**src/rtl/usb_pid_pkg.sv**
```systemverilog
// Shared PID constants, FSM state encoding and PID check helper.
package usb_pid_pkg;

    localparam int unsigned PID_W = 8;
    localparam int unsigned CNT_W = 3;

    localparam logic [PID_W-1:0] PID_OUT   = 8'hE1;
    localparam logic [PID_W-1:0] PID_IN    = 8'h69;
    localparam logic [PID_W-1:0] PID_SOF   = 8'hA5;
    localparam logic [PID_W-1:0] PID_SETUP = 8'h2D;
    localparam logic [PID_W-1:0] PID_DATA0 = 8'hC3;
    localparam logic [PID_W-1:0] PID_DATA1 = 8'h4B;
    localparam logic [PID_W-1:0] PID_ACK   = 8'hD2;
    localparam logic [PID_W-1:0] PID_NAK   = 8'h5A;
    localparam logic [PID_W-1:0] PID_STALL = 8'h1E;
    localparam logic [PID_W-1:0] PID_NYET  = 8'h96;

    localparam logic ST_HUNT_ENC    = 1'b0;
    localparam logic ST_CAPTURE_ENC = 1'b1;

    typedef enum logic {
        ST_HUNT    = ST_HUNT_ENC,
        ST_CAPTURE = ST_CAPTURE_ENC
    } state_t;

    // Upper nibble must be the bitwise complement of the lower nibble.
    function automatic logic pid_check_ok(input logic [PID_W-1:0] p);
        return p[7:4] == ~p[3:0];
    endfunction

endpackage

```
**src/rtl/usb_sync_hunter.sv**
```systemverilog
// SYNC window shift register with compare against the configured end-of-SYNC pattern.
module usb_sync_hunter #(
    parameter int unsigned         SYNC_LEN     = 8,
    parameter logic [SYNC_LEN-1:0] SYNC_PATTERN = SYNC_LEN'(8'h01)
) (
    input  logic i_clk,
    input  logic i_rst,
    input  logic i_bit,
    input  logic i_shift,
    input  logic i_clear,
    output logic o_sync_hit_c
);

    logic [SYNC_LEN-1:0] r_window;
    logic [SYNC_LEN-1:0] w_next;

    assign w_next       = {r_window[SYNC_LEN-2:0], i_bit};
    // Hit is judged on the window including the bit being shifted in now.
    assign o_sync_hit_c = i_shift && (w_next == SYNC_PATTERN);

    // Window update: cleared on reset/abort/capture end, shifted on valid hunt bits.
    always_ff @(posedge i_clk) begin
        if (i_rst || i_clear) begin
            r_window <= '0;
        end else if (i_shift) begin
            r_window <= w_next;
        end
    end

endmodule

```
**src/rtl/usb_pid_decoder.sv**
```systemverilog
// Serial USB PID decoder: SYNC hunt, LSB-first PID capture, check and type decode.
module usb_pid_decoder
    import usb_pid_pkg::*;
#(
    parameter int unsigned         SYNC_LEN     = 8,
    parameter logic [SYNC_LEN-1:0] SYNC_PATTERN = SYNC_LEN'(8'h01),
    parameter logic [PID_W-1:0]    MATCH_PID    = 8'h5A,
    parameter int unsigned         ERR_CNT_W    = 8
) (
    input  logic                 clk,
    input  logic                 rst,
    input  logic                 bit_in,
    input  logic                 bit_valid,
    input  logic                 abort,
    output logic [PID_W-1:0]     pid,
    output logic                 pid_valid,
    output logic                 pid_error,
    output logic                 pid_match,
    output logic                 is_ack,
    output logic                 is_nak,
    output logic                 is_stall,
    output logic                 is_nyet,
    output logic [ERR_CNT_W-1:0] err_count
);

    state_t           r_state;
    logic [PID_W-1:0] r_shreg;
    logic [CNT_W-1:0] r_cnt;

    logic             w_shift;
    logic             w_last;
    logic             w_clear;
    logic             w_sync_hit;
    logic [PID_W-1:0] w_byte;
    logic             w_ok;

    assign w_shift = bit_valid && !abort && (r_state == ST_HUNT);
    assign w_last  = bit_valid && !abort && (r_state == ST_CAPTURE) && (r_cnt == CNT_W'(7));
    assign w_clear = abort || w_last;
    assign w_byte  = {bit_in, r_shreg[PID_W-1:1]};
    assign w_ok    = pid_check_ok(w_byte);

    usb_sync_hunter #(
        .SYNC_LEN     (SYNC_LEN),
        .SYNC_PATTERN (SYNC_PATTERN)
    ) u_sync_hunter (
        .i_clk        (clk),
        .i_rst        (rst),
        .i_bit        (bit_in),
        .i_shift      (w_shift),
        .i_clear      (w_clear),
        .o_sync_hit_c (w_sync_hit)
    );

    // Capture FSM with registered PID, pulses, type flags and error counter.
    always_ff @(posedge clk) begin
        if (rst) begin
            r_state   <= ST_HUNT;
            r_shreg   <= '0;
            r_cnt     <= '0;
            pid       <= '0;
            pid_valid <= 1'b0;
            pid_error <= 1'b0;
            pid_match <= 1'b0;
            is_ack    <= 1'b0;
            is_nak    <= 1'b0;
            is_stall  <= 1'b0;
            is_nyet   <= 1'b0;
            err_count <= '0;
        end else begin
            pid_valid <= 1'b0;
            pid_error <= 1'b0;
            pid_match <= 1'b0;
            if (abort) begin
                r_state <= ST_HUNT;
                r_cnt   <= '0;
            end else if (bit_valid) begin
                case (r_state)
                    ST_HUNT: begin
                        if (w_sync_hit) begin
                            r_state <= ST_CAPTURE;
                            r_cnt   <= '0;
                        end
                    end
                    ST_CAPTURE: begin
                        r_shreg <= w_byte;
                        r_cnt   <= r_cnt + CNT_W'(1);
                        if (w_last) begin
                            pid       <= w_byte;
                            pid_valid <= w_ok;
                            pid_error <= !w_ok;
                            pid_match <= w_ok && (w_byte == MATCH_PID);
                            is_ack    <= w_ok && (w_byte == PID_ACK);
                            is_nak    <= w_ok && (w_byte == PID_NAK);
                            is_stall  <= w_ok && (w_byte == PID_STALL);
                            is_nyet   <= w_ok && (w_byte == PID_NYET);
                            if (!w_ok && (err_count != '1)) begin
                                err_count <= err_count + ERR_CNT_W'(1);
                            end
                            r_state <= ST_HUNT;
                            r_cnt   <= '0;
                        end
                    end
                    default: begin
                        r_state <= ST_HUNT;
                        r_cnt   <= '0;
                    end
                endcase
            end
        end
    end

endmodule

```
**config.mk**
```make
export PLATFORM = sky130hd
export DESIGN_NAME = usb_pid_decoder
export DESIGN_NICKNAME = d
export VERILOG_FILES = /design/src/rtl/usb_pid_pkg.sv /design/src/rtl/usb_sync_hunter.sv /design/src/rtl/usb_pid_decoder.sv
export SDC_FILE = /design/constraint.sdc
export NUM_CORES = 1
export LEC_CHECK = 0
export ABC_AREA = 1
export CAP_MARGIN = 25
export CORE_ASPECT_RATIO = 0.75
export CORE_MARGIN = 2
export CORE_UTILIZATION = 45
export CTS_CLUSTER_DIAMETER = 60
export CTS_CLUSTER_SIZE = 20
export DETAILED_ROUTE_END_ITERATION = 12
export GPL_ROUTABILITY_DRIVEN = 0
export PLACE_DENSITY_LB_ADDON = 0.3
export SLEW_MARGIN = 20
export SYNTH_ARGS = -nofsm -noshare
export SYNTH_HDL_FRONTEND = slang
export SYNTH_SLANG_ARGS = --single-unit
```
**constraint.sdc**
```tcl
create_clock -name clk -period 4.8 [get_ports clk]
set_clock_uncertainty 0.1 [all_clocks]
set_input_delay 0.96 -clock clk [delete_from_list [all_inputs] [get_ports clk]]
set_output_delay 0.96 -clock clk [all_outputs]
set_load 0.005 [all_outputs]
```
# Word level (Yosys, flattened, before mapping)
# Cells that the tools add are included.
word_totals:
  regBits: 42
  output_inout_bits: 23
classes:
  bitwise_logic: 5
  reduce_logical: 20
  mux: 6
  eq_ne: 9
  add_sub_neg: 2
op_table:
  columns: ["cell", "count"]
  rows:
  - ["equality test 8 bit (second input constant)", 2]
  - ["logical AND 1 bit", 10]
  - ["adder 8 x 1 -> 8 bit (second input constant)", 1]
  - ["equality test 8 x 1 -> 1 bit (second input constant)", 1]
  - ["equality test 8 x 5 -> 1 bit (second input constant)", 1]
  - ["equality test 8 x 7 -> 1 bit (second input constant)", 1]
  - ["!= test 8 bit (second input constant)", 1]
  - ["2-to-1 mux 3 bit", 2]
  - ["case mux 3 bit (2 select lines)", 1]
  - ["AND reduction 5 bit", 1]
  - ["OR reduction 5 bit", 1]
  - ["equality test 4 bit", 1]
  - ["NOT 1 bit", 4]
  - ["NOT 4 bit", 1]
  - ["AND reduction 4 bit", 1]
  - ["adder 3 x 1 -> 3 bit (second input constant)", 1]
  - ["equality test 3 bit (second input constant)", 1]
  - ["AND reduction 3 bit", 1]
  - ["zero test 1 bit", 2]
  - ["logical OR 1 bit", 2]
  - ["2-to-1 mux 1 bit", 2]
  - ["!= test 2 x 1 -> 1 bit (second input constant)", 1]
  - ["case mux 1 bit (2 select lines)", 1]
  - ["AND reduction 2 bit", 1]
  - ["OR reduction 2 bit", 1]

# Depth between registers and ports, before layout
logic_depth:
  depth_word: 6
  ltp_mapped: 10

# Cells and area by module
# A second synthesis with hierarchy kept.
hier_totals:
  cells_unflattened: 262
  area_unflattened_um2: 1886.8
by_module_without_submodules:
  columns: ["module", "seq_area_each_um2", "area_each_um2", "instances", "cells_each"]
  rows:
  - ["usb_pid_decoder", 680.7, 1590.3, 1, 223]
  - ["usb_sync_hunter", 140.1, 296.5, 1, 39]

# Worst setup path after synthesis
# OpenSTA, ideal clock, no wires.
synth_timing:
  path_type: "input-to-reg"
  from: "input abort"
  to: "register err_count[7]"
  setup_ns: 0.115
  path_slack_ns: 2.901
  path_buffers: 0
  cell_stages: 8
  arrival_time_ns: 1.684
  cell_sequence: "inv_1 nand4_1 inv_2 nand2_1 nor2_1 nand3_1 nand2_1 nor2_1"
synth_via:
  elab_chain_len: 5
synth_rtl:
  columns: ["item", "line_no", "text"]
  rows:
  - ["start: declaration", "usb_pid_decoder.sv:14", "input logic abort,"]
  - ["zero test 1 bit", "usb_pid_decoder.sv:38", "assign w_last = bit_valid && !abort && (r_state == ST_CAPTURE) && (r_cnt == CNT_W'(7));"]
  - ["logical AND 1 bit (3 in a row)", "usb_pid_decoder.sv:38", null]
  - ["AND reduction 5 bit (no source line) *", null, null]
  - ["end signal: assignment", "usb_pid_decoder.sv:98", "err_count <= err_count + ERR_CNT_W'(1);"]
  - ["end: declaration", "usb_pid_decoder.sv:23", "output logic [ERR_CNT_W-1:0] err_count"]
# Mark *: on every way between the ends. The rest lies on a longest branch, timed or not.
# A chain may end at the register's enable or synchronous reset.

# Worst setup path in the final report
layout_timing:
  from: "input bit_valid"
  to: "register err_count[7]"
layout_via:
  elab_chain_len: 4
layout_rtl:
  columns: ["item", "line_no", "text"]
  rows:
  - ["start: declaration", "usb_pid_decoder.sv:13", "input logic bit_valid,"]
  - ["logical AND 1 bit (3 in a row)", "usb_pid_decoder.sv:38", null]
  - ["AND reduction 5 bit (no source line) *", null, null]
# Marked as above.

==> out/summary.txt <==
CTS clk-pin slew, worst paths = 0.08 ns
GR Util All Layers = 0.174
Final period util = 0.615
critical path's slowest cell = clkdlybuf4s50_1
worst slew pin tran = 0.618 ns
cells after synthesis = 274
# IOs = 28
reg2reg end = err_count[7]
vias per cell = 4.77
MaxCap Viol Count = 0
FF-to-FF Start = r_cnt[0]
Worst setup EP type = register
share of layout cells above drive strength 1 = 0.0395
n_diodes = 0
YS warnings = 0
clk_lat worst skew = 0.28 ns
clock buffer count from CTS = 5
CP max stage delay = 0.58 ns
Synth-to-Final Area Change = 24.4%
global-route wire length before repair = 6.40 mm
pre-CTS setup slack = 1.56 ns
TritonCTS clock tree = done
startpoint types = input pin
area of the multi-input gates = 881 sq um
Post-CTS Hold Buffers = 0
fin util = 0.576
Routed WL = 3.72 mm
Synth Flop Type = dfxtp_1
status = completed
Critical Path RT = 4.89 ns
DRC = 0
largest net degree at the start of global routing = 20
Crit path arrival time = 3.04 ns
Final setup viols = 0
launch point of the worst hold path = u_sync_hunter.r_window[6]
DR iter-0 viols = 79
Site Rows = 20
die height = 59.4 um
drt pass-1 iters = 5
critical path peak fanout = 19
R2R depth = 9
Synth Register Bits = 41
PostCTS Resize Cnt = 0
Synth cell types = 22
reg2reg setup slack = 2.48 ns
Final Hold Vio Count = 0
worst setup path class = in2reg
Largest delay share family, worst path = buffers and inverters
Clk Tree Root Cell = clkbuf_8
most common cell after layout, fill and taps aside = nand2_1
Wirelength per Cell = 10.4 um
worst vdd ir = 0.222 mV
most frequent cells in the layout = nand2_1 (86), nor2_1 (45), dfxtp_1 (41)
grt total ovfl = 0
ys async rst share = 0
via count = 1714
initial antenna violation count = 0
CTS HTree Levels = 2
worst hold-check path type = reg2reg
vias in the first global route = 1486
FF+latch area = 821 sq um
worst setup margin = 1.85 ns
WHS Endpoint = u_sync_hunter.r_window[6]
PwrDens = 301 nW/um^2
Slew HR = 0.587
Post-CTS Setup Repair Bufs = 0
Nets = 311
syn nets = 282
CTS Buffer Depth = 2
Achievable Freq = 339 MHz
Pleak = 0.000913 uW
worst path cell trace = clkdlybuf4s50_1 -> nand4_1 -> inv_2 -> nand2_1 -> nor2_1 -> nand3_1 -> nand2_1 -> nor2_1
# fillers = 391
final slew viol count = 0
RSZ-0062 raised after global routing = false
Bufs and invs on worst path = 2
Final min period = 2.95 ns
post-synthesis sequential area ratio = 0.446
Initial Utilization = 0.463
Post-synth EDFFs = 0
I/O Buffers = 27
Routed Antenna Nets = 0
WHS Path Cells = 2
DP HPWL = 2.73 mm
Cell Area, Synth = 1840 sq um
clk sink count = 41
Die X = 77.9 um
Avg Cell Area, Syn = 6.72 sq um
CORE AREA = 3980 sq um
setup_tns = 0 ns
die outline area = 4630 sq um
## stage by stage
step                cell area, sq um  power, uW  instances  hold WS, ns
CTS                             2290        697        359        0.368
finish                          2290        689        359        0.364
floorplan                       1840        366        274        0.341
global placement                2160        376        351        0.355
detailed placement              2160        376        351        0.357
global route                    2290        715        359        0.390
## worst max-delay path by stage
stage	to	cells past startpoint	startpoint	slack, ns
final	err_count[7]	8	bit_valid	1.85
after global routing	err_count[5]	9	bit_valid	1.57
after CTS	err_count[7]	8	bit_valid	1.86
after detailed placement	err_count[7]	8	bit_valid	1.56
after global placement	err_count[7]	8	bit_valid	1.64
after floorplan	err_count[7]	8	abort	2.90
## metal layers
metal / global-route usage / vias up / wire length [um]
li1: - / 918 / -
met1: 0.248 / 748 / 2010
met2: 0.268 / 44 / 1470
met3: 0.0412 / 4 / 203
met4: 0.0383 / 0 / 31
met5: 0 / - / 0
## registers in the layout (all words and copies together) (netlist names), 3 cells and up
name and cells:
err_count 8, pid 8, r_cnt 3, r_shreg 7, u_sync_hunter.r_window 7
## cells by family (layout without fill, tap and decap cells)
| family | after synthesis | after routing | share of synthesized area |
|---|---|---|---|
| flip-flops | 41 | 41 | 0.446 |
| AND/OR/NAND/NOR | 155 | 155 | 0.346 |
| adder cells (fa/ha/maj) | 3 | 3 | 0.0204 |
| XOR/XNOR | 1 | 1 | 0.00476 |
| AO/OA/AOI/OAI | 38 | 38 | 0.107 |
| buffers and inverters | 36 | 66 | 0.0761 |
## worst register-to-register path, delay by kind of cell (launching register included)
family                   cells  cell delay (ns)
adder cells (fa/ha/maj)      2             0.31
buffers and inverters        1             0.48
flip-flops                   1             0.36
AND/OR/NAND/NOR              6             0.98
## power by group
group          total [uW]  switching (uW)  internal [uW]
sequential            343            1.36            341
combinational        25.3            17.0           8.34
clock                 321             114            207
total                 689             132            556
## cells in the mapped netlist, types with 2 or more instances
master    instances  area (sq um)
dfxtp_1          41           821
nand4_1           3          18.8
nand2_1          86           323
nand3_1          14          70.1
a21oi_1          25           125
inv_1            30           113
nor2_1           45           169
nor3_1            3          15.0
clkbuf_1          2          7.51
o21ai_0          10          50.1
o21a_1            2          15.0
ha_1              3          37.5
## area by class of cell
type | count | share of cell area
inverter | 31 | 0.0508
tap | 55 | 0.0300
clock buffer | 5 | 0.0300
multi-input combinational | 197 | 0.384
timing repair buffer | 27 | 0.118
sequential | 41 | 0.358
clock inverter | 3 | 0.0284
No activity file was read; power rests on OpenSTA's default activity.
